[src/rtl/ctrl_pipe_regs.sv]
// Pipeline control registers for a 5-stage MIPS datapath: carries ControlUnit bundles
// through ID/EX, EX/MEM and MEM/WB and derives stall, flush and forwarding selects.
module ctrl_pipe_regs #(
   parameter int CNT_W = 16
) (
   input  logic             clk,
   input  logic             rst_n,
   input  logic             id_valid,
   input  logic [3:0]       id_EX,
   input  logic [2:0]       id_MEM,
   input  logic [1:0]       id_WB,
   input  logic             id_Jump,
   input  logic [4:0]       id_rs,
   input  logic [4:0]       id_rt,
   input  logic [4:0]       id_rd,
   input  logic             mem_zero,
   output logic             ex_RegDst,
   output logic             ex_ALUSrc,
   output logic [1:0]       ex_ALUOp,
   output logic [4:0]       ex_rs,
   output logic [4:0]       ex_rt,
   output logic             mem_MemRead,
   output logic             mem_MemWrite,
   output logic             mem_Branch,
   output logic             wb_RegWrite,
   output logic             wb_MemtoReg,
   output logic [4:0]       mem_dst,
   output logic [4:0]       wb_dst,
   output logic [1:0]       fwd_a,
   output logic [1:0]       fwd_b,
   output logic             stall,
   output logic             pc_src,
   output logic             if_flush,
   output logic [CNT_W-1:0] stall_cnt,
   output logic [CNT_W-1:0] flush_cnt
);

   localparam logic [CNT_W-1:0] CNT_MAX = {CNT_W{1'b1}};

   logic       ex_memread_r;
   logic       ex_memwrite_r;
   logic       ex_branch_r;
   logic       ex_regwrite_r;
   logic       ex_memtoreg_r;
   logic [4:0] ex_rd_r;
   logic       mem_regwrite_r;
   logic       mem_memtoreg_r;
   logic [4:0] ex_dst_s;
   logic       id_bubble_s;

   function automatic logic [1:0] fwd_sel(input logic [4:0] src,
                                          input logic       mem_rw,
                                          input logic [4:0] mem_d,
                                          input logic       wb_rw,
                                          input logic [4:0] wb_d);
      logic [1:0] sel;
      if (mem_rw && (mem_d != 5'd0) && (mem_d == src)) begin
         sel = 2'b10;
      end else if (wb_rw && (wb_d != 5'd0) && (wb_d == src)) begin
         sel = 2'b01;
      end else begin
         sel = 2'b00;
      end
      return sel;
   endfunction

   function automatic logic [CNT_W-1:0] sat_inc(input logic [CNT_W-1:0] cnt);
      return (cnt == CNT_MAX) ? cnt : cnt + {{(CNT_W-1){1'b0}}, 1'b1};
   endfunction

   // Destination of the EX instruction; a non-writing op never names a register.
   always_comb begin
      ex_dst_s = 5'd0;
      if (ex_regwrite_r) begin
         ex_dst_s = ex_RegDst ? ex_rd_r : ex_rt;
      end else begin
         ex_dst_s = 5'd0;
      end
   end

   // Hazard detection: a taken branch in MEM squashes ID, so it overrides the load-use stall.
   always_comb begin
      pc_src      = mem_Branch & mem_zero;
      stall       = ex_memread_r & (ex_dst_s != 5'd0) &
                    ((ex_dst_s == id_rs) | (ex_dst_s == id_rt)) & id_valid & ~pc_src;
      if_flush    = pc_src | (id_Jump & id_valid & ~stall);
      id_bubble_s = ~id_valid | stall | pc_src;
      fwd_a       = fwd_sel(ex_rs, mem_regwrite_r, mem_dst, wb_RegWrite, wb_dst);
      fwd_b       = fwd_sel(ex_rt, mem_regwrite_r, mem_dst, wb_RegWrite, wb_dst);
   end

   // ID/EX slot; RegDst/MemtoReg are masked by RegWrite so don't-care bits never propagate.
   always_ff @(posedge clk or negedge rst_n) begin
      if (!rst_n) begin
         ex_RegDst     <= 1'b0;
         ex_ALUOp      <= 2'b00;
         ex_ALUSrc     <= 1'b0;
         ex_memread_r  <= 1'b0;
         ex_memwrite_r <= 1'b0;
         ex_branch_r   <= 1'b0;
         ex_regwrite_r <= 1'b0;
         ex_memtoreg_r <= 1'b0;
         ex_rs         <= 5'd0;
         ex_rt         <= 5'd0;
         ex_rd_r       <= 5'd0;
      end else if (id_bubble_s) begin
         ex_RegDst     <= 1'b0;
         ex_ALUOp      <= 2'b00;
         ex_ALUSrc     <= 1'b0;
         ex_memread_r  <= 1'b0;
         ex_memwrite_r <= 1'b0;
         ex_branch_r   <= 1'b0;
         ex_regwrite_r <= 1'b0;
         ex_memtoreg_r <= 1'b0;
         ex_rs         <= 5'd0;
         ex_rt         <= 5'd0;
         ex_rd_r       <= 5'd0;
      end else begin
         ex_RegDst     <= id_EX[3] & id_WB[1];
         ex_ALUOp      <= id_EX[2:1];
         ex_ALUSrc     <= id_EX[0];
         ex_memread_r  <= id_MEM[2];
         ex_memwrite_r <= id_MEM[1];
         ex_branch_r   <= id_MEM[0];
         ex_regwrite_r <= id_WB[1];
         ex_memtoreg_r <= id_WB[0] & id_WB[1];
         ex_rs         <= id_rs;
         ex_rt         <= id_rt;
         ex_rd_r       <= id_rd;
      end
   end

   // EX/MEM slot, squashed when the branch ahead of it is taken.
   always_ff @(posedge clk or negedge rst_n) begin
      if (!rst_n) begin
         mem_MemRead    <= 1'b0;
         mem_MemWrite   <= 1'b0;
         mem_Branch     <= 1'b0;
         mem_regwrite_r <= 1'b0;
         mem_memtoreg_r <= 1'b0;
         mem_dst        <= 5'd0;
      end else if (pc_src) begin
         mem_MemRead    <= 1'b0;
         mem_MemWrite   <= 1'b0;
         mem_Branch     <= 1'b0;
         mem_regwrite_r <= 1'b0;
         mem_memtoreg_r <= 1'b0;
         mem_dst        <= 5'd0;
      end else begin
         mem_MemRead    <= ex_memread_r;
         mem_MemWrite   <= ex_memwrite_r;
         mem_Branch     <= ex_branch_r;
         mem_regwrite_r <= ex_regwrite_r;
         mem_memtoreg_r <= ex_memtoreg_r;
         mem_dst        <= ex_dst_s;
      end
   end

   // MEM/WB slot.
   always_ff @(posedge clk or negedge rst_n) begin
      if (!rst_n) begin
         wb_RegWrite <= 1'b0;
         wb_MemtoReg <= 1'b0;
         wb_dst      <= 5'd0;
      end else begin
         wb_RegWrite <= mem_regwrite_r;
         wb_MemtoReg <= mem_memtoreg_r;
         wb_dst      <= mem_dst;
      end
   end

   // Saturating event counters.
   always_ff @(posedge clk or negedge rst_n) begin
      if (!rst_n) begin
         stall_cnt <= {CNT_W{1'b0}};
         flush_cnt <= {CNT_W{1'b0}};
      end else begin
         stall_cnt <= stall  ? sat_inc(stall_cnt) : stall_cnt;
         flush_cnt <= pc_src ? sat_inc(flush_cnt) : flush_cnt;
      end
   end

endmodule
[config.mk]
export PLATFORM = sky130hd
export DESIGN_NAME = ctrl_pipe_regs
export DESIGN_NICKNAME = d
export VERILOG_FILES = /design/src/rtl/ctrl_pipe_regs.sv
export SDC_FILE = /design/constraint.sdc
export NUM_CORES = 1
export LEC_CHECK = 0
export ABC_AREA = 0
export BUFFER_PORTS_ARGS = -buffer_cell sky130_fd_sc_hd__buf_2
export CAP_MARGIN = 20
export CORE_AREA = 2 2 118 63
export DETAILED_ROUTE_END_ITERATION = 10
export DIE_AREA = 0 0 120 65
export HOLD_SLACK_MARGIN = 0.1
export PLACE_DENSITY = 0.83
export SYNTH_ARGS = -nofsm -noshare
export SYNTH_HDL_FRONTEND = slang
export SYNTH_SLANG_ARGS = --single-unit
[constraint.sdc]
create_clock -name clk -period 2.5 [get_ports clk]
set_input_delay 0.5 -clock clk [delete_from_list [all_inputs] [get_ports clk]]
set_output_delay 0.5 -clock clk [all_outputs]
set_load 0.02 [all_outputs]
==> metrics.cfg, run 1 <==
[worst_setup_path]
slowest_delay_ns = 0.50
crit_path_frequent_cell = buf_6
cp_max_fo = 7
worst-setup-path-type = register to primary output
arrival_ns = 2.45
critPathCaptureType = primary output
crit_slowest_cell = dfrtp_2
rr_worst_depth = 10
start_kind = register
required_ns = 2.00
ff2ff_setup_slack_ns = -0.20
crit_chain = mux2i_4, nor3_2, nand4b_1, or4_4, a21boi_4, buf_6, o21ai_2, buf_6

[clock_network]
clock_latency_ns = 0.33
cts_root_buf = clkbuf_16
cts_tree = yes
clock_sinks = 73
htreeDepth = 3
holdBufCountCts = 0
cts_buffer_depth = 2
cts_buffers = 9
clk_pin_slew_ns = 0.05

[detailed_routing]
firstDrtPassIters = 6
vias_per_cell = 5.12
avgRoutedWirePerCell_um = 16.6
drt-met1-wl_um = 3930
first_iter_violations = 151
drc = 0
route.antenna.remaining_nets = 0
vias = 2662
routed_wirelength_um = 8610
wl_met3_um = 578
highest-signal-layer = met4
routed-wl-met2_um = 3930

[placed_design]
dp_slack_ns = -0.289
place_area_um2 = 4010
place_hpwl_um = 5970
gp_congestion = 0.901
port_buffers = 96
dpl.cell_count = 488

[power_and_ir_drop]
power_frac_seq_pct = 41.8
switching_share_pct = 24.5
p_leak_nw = 2.39
fin_total_pwr_mw = 3.17
powerDensity_nw_per_um2 = 674
clockPowerShare_pct = 44.9
p_int_mw = 2.39
pwr-share-comb_pct = 13.3
ir_worst_vdd_mv = 0.415
p_sw_mw = 0.778

[sta]
max-slew-margin-rel_pct = 57.6
setup_slack_ns = -0.446
tightest_slew_ns = 0.636
rsz0062_at_grt = yes
post-route-period-util_pct = 118
clock.fmax_mhz = 339
finalHoldViolations = 0
period_needed_ns = 2.95
slew_viol_final = 0
setup_viol = 19
hold_slack_ns = 0.195
fin_setup_tns_ns = -2.91
skew_ns = 0.00489

[cells_and_area]
synthToLayoutAreaGrowth_pct = 43.3
fillers = 500
fin_util_pct = 68.1
design_area_um2 = 4700
antennaDiodeCount = 0
final_cells = 520
drive_gt1_share_pct = 43.4
fin_nets = 451

[synth]
yosysMostFrequentCell = dfrtp_1
syn_nets = 315
syn_area_per_cell_um2 = 11.6
ys_top_cells_by_area = dfrtp_1 56%, xnor2_1 8.5%, xor2_1 5.9%, and2_1 5.5%, nand2_1 2.4%
netlist_area_um2 = 3280
synthFlopType = dfrtp_1
synth-edff-count = 0
ys_ff_latch = 73
yosysSeqAreaShare_pct = 55.6
yosysTopAreaCellShare_pct = 55.6
synth-async-reset-ratio_pct = 100
netlist_top_cells_count = 73 x dfrtp_1, 32 x xnor2_1, 29 x and2_1
synth_cell_type_count = 35
synth_top_area_cell = dfrtp_1
netlist_instances = 284
yosys_warnings = 0

[floorplanning]
io_pins = 97
initial_core_util_pct = 47.5
fp.dieW_um = 120
die_area_um2 = 7800
die_y_um = 65
rows = 22
core_region_area_um2 = 6910

[outcome]
status = complete, but fails checks
violations = negative setup slack

[min_path]
worstHoldPathType = input port to asynchronous set/reset pin

[global_route]
grt_pass1_wl_um = 13200
first_global_vias = 2614
overflow = 0
grt_usage_pct = 22.7
antenna_found_initial = 0
grt_max_degree = 47

[run]
cap_violations = 0

## registers in the layout (all words and copies together) (netlist names), 2 cells and up
name	cells
ex_rs	5
wb_dst	5
stall_cnt	16
ex_rt	5
ex_ALUOp	2
flush_cnt	16
mem_dst	5
ex_rd_r	5
## worst max-delay path, delay by kind of cell, from the launching register on
family / cells / cell delay [ns]
flops: 1 / 0.50
simple gates: 3 / 0.76
compound gates: 2 / 0.25
mux: 1 / 0.35
buf+inv: 2 / 0.25
## routing by layer
metal / up-vias / global-route usage [%]
met4: 0 / 7.94
met3: 14 / 5.63
met5: - / 0
li1: 1238 / -
met2: 96 / 34.6
met1: 1314 / 31.7
## worst paths after layout
kind                                 from             to
max                             ex_RegDst       if_flush
min in group clk           mem_memtoreg_r    wb_MemtoReg
min reg2reg                mem_memtoreg_r    wb_MemtoReg
max reg2reg                     ex_RegDst  stall_cnt[15]
max in group asynchronous           rst_n      wb_dst[1]
min                                 rst_n    ex_branch_r
## power by group through the flow
stage                     registers, mW  clock network, mW  logic (mW)
after CTS                          1.32               1.45       0.402
final                              1.33               1.42       0.421
after floorplan                    1.40                  0       0.142
after detailed placement           1.34                  0       0.375
after global placement             1.34                  0       0.361
after global routing               1.34               1.51       0.453
## cells in the final DEF (no fill, tap or decap), types with 2 or more instances in the layout
| cell type | count |
|---|---|
| buf_2 | 92 |
| dfrtp_1 | 69 |
| xnor2_1 | 30 |
| and2_1 | 29 |
| buf_4 | 29 |
| xor2_1 | 22 |
| nand2_1 | 19 |
| nor2_1 | 12 |
| nand3_1 | 11 |
| nand4_1 | 10 |
| clkbuf_16 | 10 |
| nor3_1 | 8 |
| and3_1 | 7 |
| o21ai_0 | 5 |
| or4_4 | 5 |
| buf_6 | 5 |
| inv_1 | 4 |
| mux2_4 | 4 |
| nor4_4 | 4 |
| dfrtp_2 | 4 |
| nand2_2 | 3 |
| bufinv_16 | 3 |
| buf_12 | 3 |
| mux2i_4 | 2 |
| or3_1 | 2 |
| nand4b_1 | 2 |
| or4_1 | 2 |
| nor3b_4 | 2 |
| and3_2 | 2 |
| nand3_4 | 2 |
| xnor2_2 | 2 |
| ha_1 | 2 |
| clkinv_2 | 2 |
## layout make-up
| type | count | area, um2 | area share (%) |
|---|---|---|---|
| sequential | 73 | 1830 | 38.9 |
| multi-input combinational | 202 | 1580 | 33.7 |
| timing repair buffer | 130 | 820 | 17.4 |
| clock buffer | 9 | 225 | 4.79 |
| tap | 96 | 120 | 2.55 |
| clock inverter | 6 | 108 | 2.29 |
| inverter | 4 | 15.0 | 0.319 |
## kinds of logic after synthesis
| family | synth area share, % |
|---|---|
| AO/OA/AOI/OAI | 2.97 |
| buffers and inverters | 2.06 |
| XOR/XNOR | 14.4 |
| AND/OR/NAND/NOR | 21.5 |
| multiplexers | 2.67 |
| adder cells (fa/ha/maj) | 0.762 |
| flip-flops | 55.6 |
## repair_timing
action                     in CTS  in global routing
resized for setup              22                 20
pin swaps                       5                 15
gates cloned                    1                  1
setup buffers                   7                  8
setup endpoints to repair      42                 41
Power figures use the tool's default switching activity.
==> run 2: changes to the inputs <==
--- a/config.mk
+++ b/config.mk
@@ -11,6 +11,7 @@
 export CORE_AREA = 2 2 118 63
 export DETAILED_ROUTE_END_ITERATION = 10
 export DIE_AREA = 0 0 120 65
+export GPL_TIMING_DRIVEN = 0
 export HOLD_SLACK_MARGIN = 0.1
 export PLACE_DENSITY = 0.83
 export SYNTH_ARGS = -nofsm -noshare
==> metrics.cfg, run 2 (synthesis results as in run 1) <==
[outcome]
status = complete, but fails checks
violations = negative setup slack

[worst_setup_path]
slowest_delay_ns = 0.47  ; -0.03 ns
required_ns = 2.00  ; about the same
crit_slowest_cell = or4_4
crit_chain = buf_6, mux2i_4, nor3_1, nand4b_1, or4_4, a21boi_4, o21ai_2, buf_2
start_kind = register
cp_max_fo = 7  ; unchanged
critPathCaptureType = primary output
worst-setup-path-type = register to primary output
crit-reg2reg-launch = ex_RegDst
startpoint = ex_RegDst
arrival_ns = 2.40  ; -0.05 ns

[run]
cap_violations = 0  ; unchanged

[cells_and_area]
synthToLayoutAreaGrowth_pct = 36.9
mostFrequentLayoutCell = buf_2
final_cells = 510  ; -1.9%
mostFrequentLayoutCells = 92 x buf_2, 67 x dfrtp_1, 32 x xnor2_1
fin_util_pct = 65.0  ; -3.0 points
fin_nets = 440  ; -2.4%
drive_gt1_share_pct = 41.3  ; -2.1 points
reg.largest.list = flush_cnt x16, stall_cnt x16
antennaDiodeCount = 0  ; unchanged

[global_route]
grt.met2_usage_pct = 36.1  ; +1.5 points
use_met3_pct = 7.04  ; +1.4 points
first_global_vias = 2605  ; -0.34%
grt_max_degree = 74  ; +57%
overflow = 0  ; unchanged
busiest_layer = met2
grt_usage_pct = 23.0  ; +0.36 points
met1_usage_pct = 31.9  ; +0.23 points
grt_pass1_wl_um = 13500  ; +2.1%
antenna_found_initial = 0  ; unchanged

[power_and_ir_drop]
powerDensity_nw_per_um2 = 672  ; -0.29%
p_leak_nw = 2.28  ; -4.9%
ir_worst_vdd_mv = 0.522  ; +26%
fin_total_pwr_mw = 3.02  ; -4.7%

[clock_network]
cts_buffer_depth = 2  ; unchanged
cts_tree = yes
clock_sinks = 73  ; unchanged
htreeDepth = 3  ; unchanged
clock_latency_ns = 0.32  ; about the same
holdBufCountCts = 0  ; unchanged
cts_buffers = 9  ; unchanged
cts_root_buf = clkbuf_16
clk_pin_slew_ns = 0.06  ; about the same

[sta]
period_needed_ns = 2.90  ; -0.0435 ns
tightest_slew_ns = 0.904  ; +0.268 ns
clock.fmax_mhz = 345  ; +1.5%
rsz0062_at_grt = yes
max-slew-margin-rel_pct = 39.7  ; -18 points
finalHoldViolations = 0  ; unchanged
slew_viol_final = 0  ; unchanged
setup_viol = 38  ; +19
post-route-period-util_pct = 116  ; -1.7 points
skew_ns = 0.00621  ; +0.00132 ns
setup_slack_ns = -0.402  ; +0.0435 ns
fin_setup_tns_ns = -2.59  ; +0.323 ns

[detailed_routing]
avgRoutedWirePerCell_um = 16.7  ; +1.1%
first_iter_violations = 181  ; +20%
firstDrtPassIters = 4  ; -2
vias = 2613  ; -1.8%
drc = 0  ; unchanged
route.antenna.remaining_nets = 0  ; unchanged
vias_per_cell = 5.12  ; about the same
routed_wirelength_um = 8530  ; -0.88%

[floorplanning]
io_pins = 97  ; unchanged
initial_core_util_pct = 47.5  ; unchanged
core_region_area_um2 = 6910  ; unchanged
die_y_um = 65  ; unchanged
die_area_um2 = 7800  ; unchanged
rows = 22  ; unchanged
fp.dieW_um = 120  ; unchanged

[placed_design]
place_hpwl_um = 5770  ; -3.3%
gp_congestion = 0.904  ; +0.42%
port_buffers = 96  ; unchanged
dp_slack_ns = -0.212  ; +0.0776 ns
dpl.cell_count = 476  ; -2.5%

[min_path]
worstHoldPathType = input port to asynchronous set/reset pin

-- run 2: worst max-delay path: cells and delay by family (launching register included) --
family / cells / cell delay [ns]
AOI/OAI and AO/OA: 2 / 0.30
DFF: 1 / 0.36
buffers and inverters: 2 / 0.34
muxes: 1 / 0.31
and+or+nand+nor: 3 / 0.77
-- run 2: path summary, 6_finish.rpt --
| kind | endpoint | slack [ns] | cells after the start |
|---|---|---|---|
| max in group asynchronous | wb_dst[3] | 1.55 | 1 |
| worst min-delay path | mem_memtoreg_r | 0.30 | 1 |
| worst max register to register | ex_memtoreg_r | -0.08 | 11 |
| worst min register to register | wb_MemtoReg | 0.35 | 0 |
| min in group clk | wb_MemtoReg | 0.35 | 0 |
| worst max-delay path | if_flush | -0.40 | 8 |
-- run 2: area by class of cell --
class                   instances  area (um2)
plain buffers                   6        52.6
clock buffers                   9         225
clock inverters                 7        78.8
fillers                       522        2420
inverters                       4        15.0
multi-input cells             201        1530
flip-flops and latches         73        1830
well taps                      96         120
repair buffers                114         641
-- run 2: through the flow --
| stage | hold WS (ns) | area [um2] |
|---|---|---|
| global placement | 0.335 | 3900 |
| global route | 0.370 | 4490 |
| CTS | 0.341 | 4440 |
| floorplan | 0.204 | 3300 |
| finish | 0.302 | 4490 |
| detailed placement | 0.339 | 3900 |
-- run 2: what timing repair did --
item                       in CTS  in global routing
pin swaps                       8                  8
cloned                          1                  0
setup endpoints to repair      34                 42
buffers inserted               14                  3
gates resized for setup        30                  7
-- run 2: report_power, final --
part | internal (mW) | switching, mW
clock | 0.781 | 0.512
sequential | 1.25 | 0.0853
combinational | 0.161 | 0.232
total | 2.19 | 0.829
-- run 2: layer usage --
metal | vias up | share of wire [%]
met2 | 98 | 46
met5 | - | 0
li1 | 1221 | -
met1 | 1288 | 48
met4 | 0 | 0.84
met3 | 6 | 5.5
==> run 3: changes to the inputs <==
--- a/config.mk
+++ b/config.mk
@@ -8,12 +8,13 @@
 export ABC_AREA = 0
 export BUFFER_PORTS_ARGS = -buffer_cell sky130_fd_sc_hd__buf_2
 export CAP_MARGIN = 20
-export CORE_AREA = 2 2 118 63
+export CORE_AREA = 2 2 123 65
+export CTS_CLUSTER_SIZE = 28
 export DETAILED_ROUTE_END_ITERATION = 10
-export DIE_AREA = 0 0 120 65
+export DIE_AREA = 0 0 125 67
 export GPL_TIMING_DRIVEN = 0
 export HOLD_SLACK_MARGIN = 0.1
-export PLACE_DENSITY = 0.83
+export PLACE_DENSITY = 0.81
 export SYNTH_ARGS = -nofsm -noshare
 export SYNTH_HDL_FRONTEND = slang
 export SYNTH_SLANG_ARGS = --single-unit
==> constraint.sdc (replaced) <==
create_clock -name clk -period 2.47 [get_ports clk]
set_input_delay 0.494 -clock clk [delete_from_list [all_inputs] [get_ports clk]]
set_output_delay 0.494 -clock clk [all_outputs]
set_load 0.02 [all_outputs]
==> metrics.cfg, run 3 (synthesis results as in run 1) <==
[global_route]
overflow = 0  ; unchanged
grt_usage_pct = 17.6  ; -5.4 points
first_global_vias = 2342  ; -10%
antenna_found_initial = 0  ; unchanged
grt_max_degree = 74  ; unchanged
grt_pass1_wl_um = 11300  ; -16%

[clock_network]
cts_root_buf = clkbuf_16
htreeDepth = 3  ; unchanged
holdBufCountCts = 0  ; unchanged
cts_buffers = 9  ; unchanged
clock_latency_ns = 0.33  ; about the same
clk_pin_slew_ns = 0.05  ; about the same
cts_tree = yes
clock_sinks = 73  ; unchanged
cts_buffer_depth = 2  ; unchanged

[sta]
setup_viol = 18  ; -53%
rsz0062_at_grt = yes
clock.fmax_mhz = 349
post-route-period-util_pct = 116
period_needed_ns = 2.86
setup_slack_ns = -0.391  ; +0.0110 ns
hold_slack_ns = 0.290  ; -0.0120 ns
slew_viol_final = 0  ; unchanged
fin_setup_tns_ns = -4.29  ; -1.70 ns
finalHoldViolations = 0  ; unchanged
tightest_slew_ns = 0.888  ; -0.0157 ns
skew_ns = 0.00467  ; -0.00154 ns
max-slew-margin-rel_pct = 40.8  ; +1.0 points

[cells_and_area]
antennaDiodeCount = 0  ; unchanged
synthToLayoutAreaGrowth_pct = 35.0
reg.largest.list = flush_cnt x16, stall_cnt x16
final_cells = 511  ; +0.20%
drive_gt1_share_pct = 39.3  ; -2.0 points
mostFrequentLayoutCells = 93 x buf_2, 70 x dfrtp_1, 31 x xnor2_1
fin_nets = 441  ; +0.23%
mostFrequentLayoutCell = buf_2

[worst_setup_path]
arrival_ns = 2.37  ; -0.03 ns
crit-reg2reg-launch = ex_RegDst
startpoint = ex_RegDst
worst-setup-path-type = register to primary output
start_kind = register
required_ns = 1.98  ; -0.02 ns
cp_max_fo = 7  ; unchanged
critPathCaptureType = primary output

[power_and_ir_drop]
fin_total_pwr_mw = 2.88  ; -4.8%
p_leak_nw = 2.30  ; +0.96%
powerDensity_nw_per_um2 = 649  ; -3.5%
ir_worst_vdd_mv = 0.383  ; -27%

[floorplanning]
die_area_um2 = 8380  ; +7.4%
initial_core_util_pct = 45.5  ; -2.0 points
io_pins = 97  ; unchanged
die_y_um = 67  ; +3.1%
fp.dieW_um = 125  ; +4.2%
rows = 22  ; unchanged
core_region_area_um2 = 7210  ; +4.4%

[detailed_routing]
avgRoutedWirePerCell_um = 14.1  ; -16%
vias = 2503  ; -4.2%
vias_per_cell = 4.90  ; -4.4%
first_iter_violations = 86  ; -52%
route.antenna.remaining_nets = 0  ; unchanged
routed_wirelength_um = 7200  ; -16%
drc = 0  ; unchanged
firstDrtPassIters = 4  ; unchanged

[run]
cap_violations = 0  ; unchanged

[placed_design]
dp_slack_ns = -0.142  ; +0.0698 ns
gp_congestion = 0.817  ; -9.7%
place_hpwl_um = 5010  ; -13%
port_buffers = 96  ; unchanged
dpl.cell_count = 476  ; unchanged

[outcome]
status = complete, but fails checks
violations = negative setup slack

[min_path]
worstHoldPathType = input port to asynchronous set/reset pin

==> run 3: cell count changes in the layout (fill, tap and decap cells not counted), sizes merged <==
cell / before / now
buf: 118 / 119
bufinv: 1 / 0
clkbuf: 11 / 13
clkinv: 1 / 4
clkinvlp: 3 / 1
inv: 6 / 4
==> run 3: cell type report <==
cell class | count | area, um2
repair buffers | 115 | 662
inverters | 4 | 15.0
well taps | 96 | 120
plain buffers | 6 | 52.6
fillers | 589 | 2780
multi-input cells | 201 | 1480
flip-flops and latches | 73 | 1830
clock buffers | 11 | 243
clock inverters | 5 | 31.3
==> run 3: critical path: stages, from the launching register on <==
cell      delay, ns
dfrtp_1        0.38
buf_6          0.15
mux2_4         0.31
nand2_4        0.07
xnor2_1        0.07
or4_4          0.56
a21boi_4       0.23
o21ai_2        0.08
buf_2          0.17
==> run 3: worst paths after layout <==
path | endpoint | cells after the start | slack [ns]
max | if_flush | 8 | -0.39
min reg2reg | wb_MemtoReg | 0 | 0.35
min in group clk | wb_MemtoReg | 0 | 0.35
min | flush_cnt[10] | 1 | 0.29
max in group asynchronous | ex_rt[0] | 1 | 1.55
max reg2reg | stall_cnt[8] | 13 | -0.31
==> run 3: what timing repair did <==
| item | CTS | global route |
|---|---|---|
| gates cloned | 0 | 0 |
| buffers inserted | 5 | 14 |
| pin swaps | 1 | 12 |
| resized for setup | 8 | 19 |
| endpoints found under the setup margin | 4 | 39 |
==> run 3: through the flow <==
stage | utilization [%] | instance area, um2
after global routing | 61.5 | 4430
after floorplan | - | 3300
after detailed placement | 54.1 | 3900
after global placement | 54.1 | 3900
after CTS | 58.8 | 4240
final | 61.5 | 4430
==> run 3: where the power goes <==
group          internal (mW)  switching, mW
Combinational          0.159          0.212
Clock                  0.702          0.463
Sequential              1.27         0.0747
Total                   2.13          0.750
==> run 3: metal layers <==
layer  up-vias  routed length (um)  global-route usage [%]
li1       1226                   -                       -
met5         -                   0                       0
met1      1200                3120                    22.6
met4         0                 148                    7.64
met2        65                3580                    28.6
met3        12                 357                    4.90
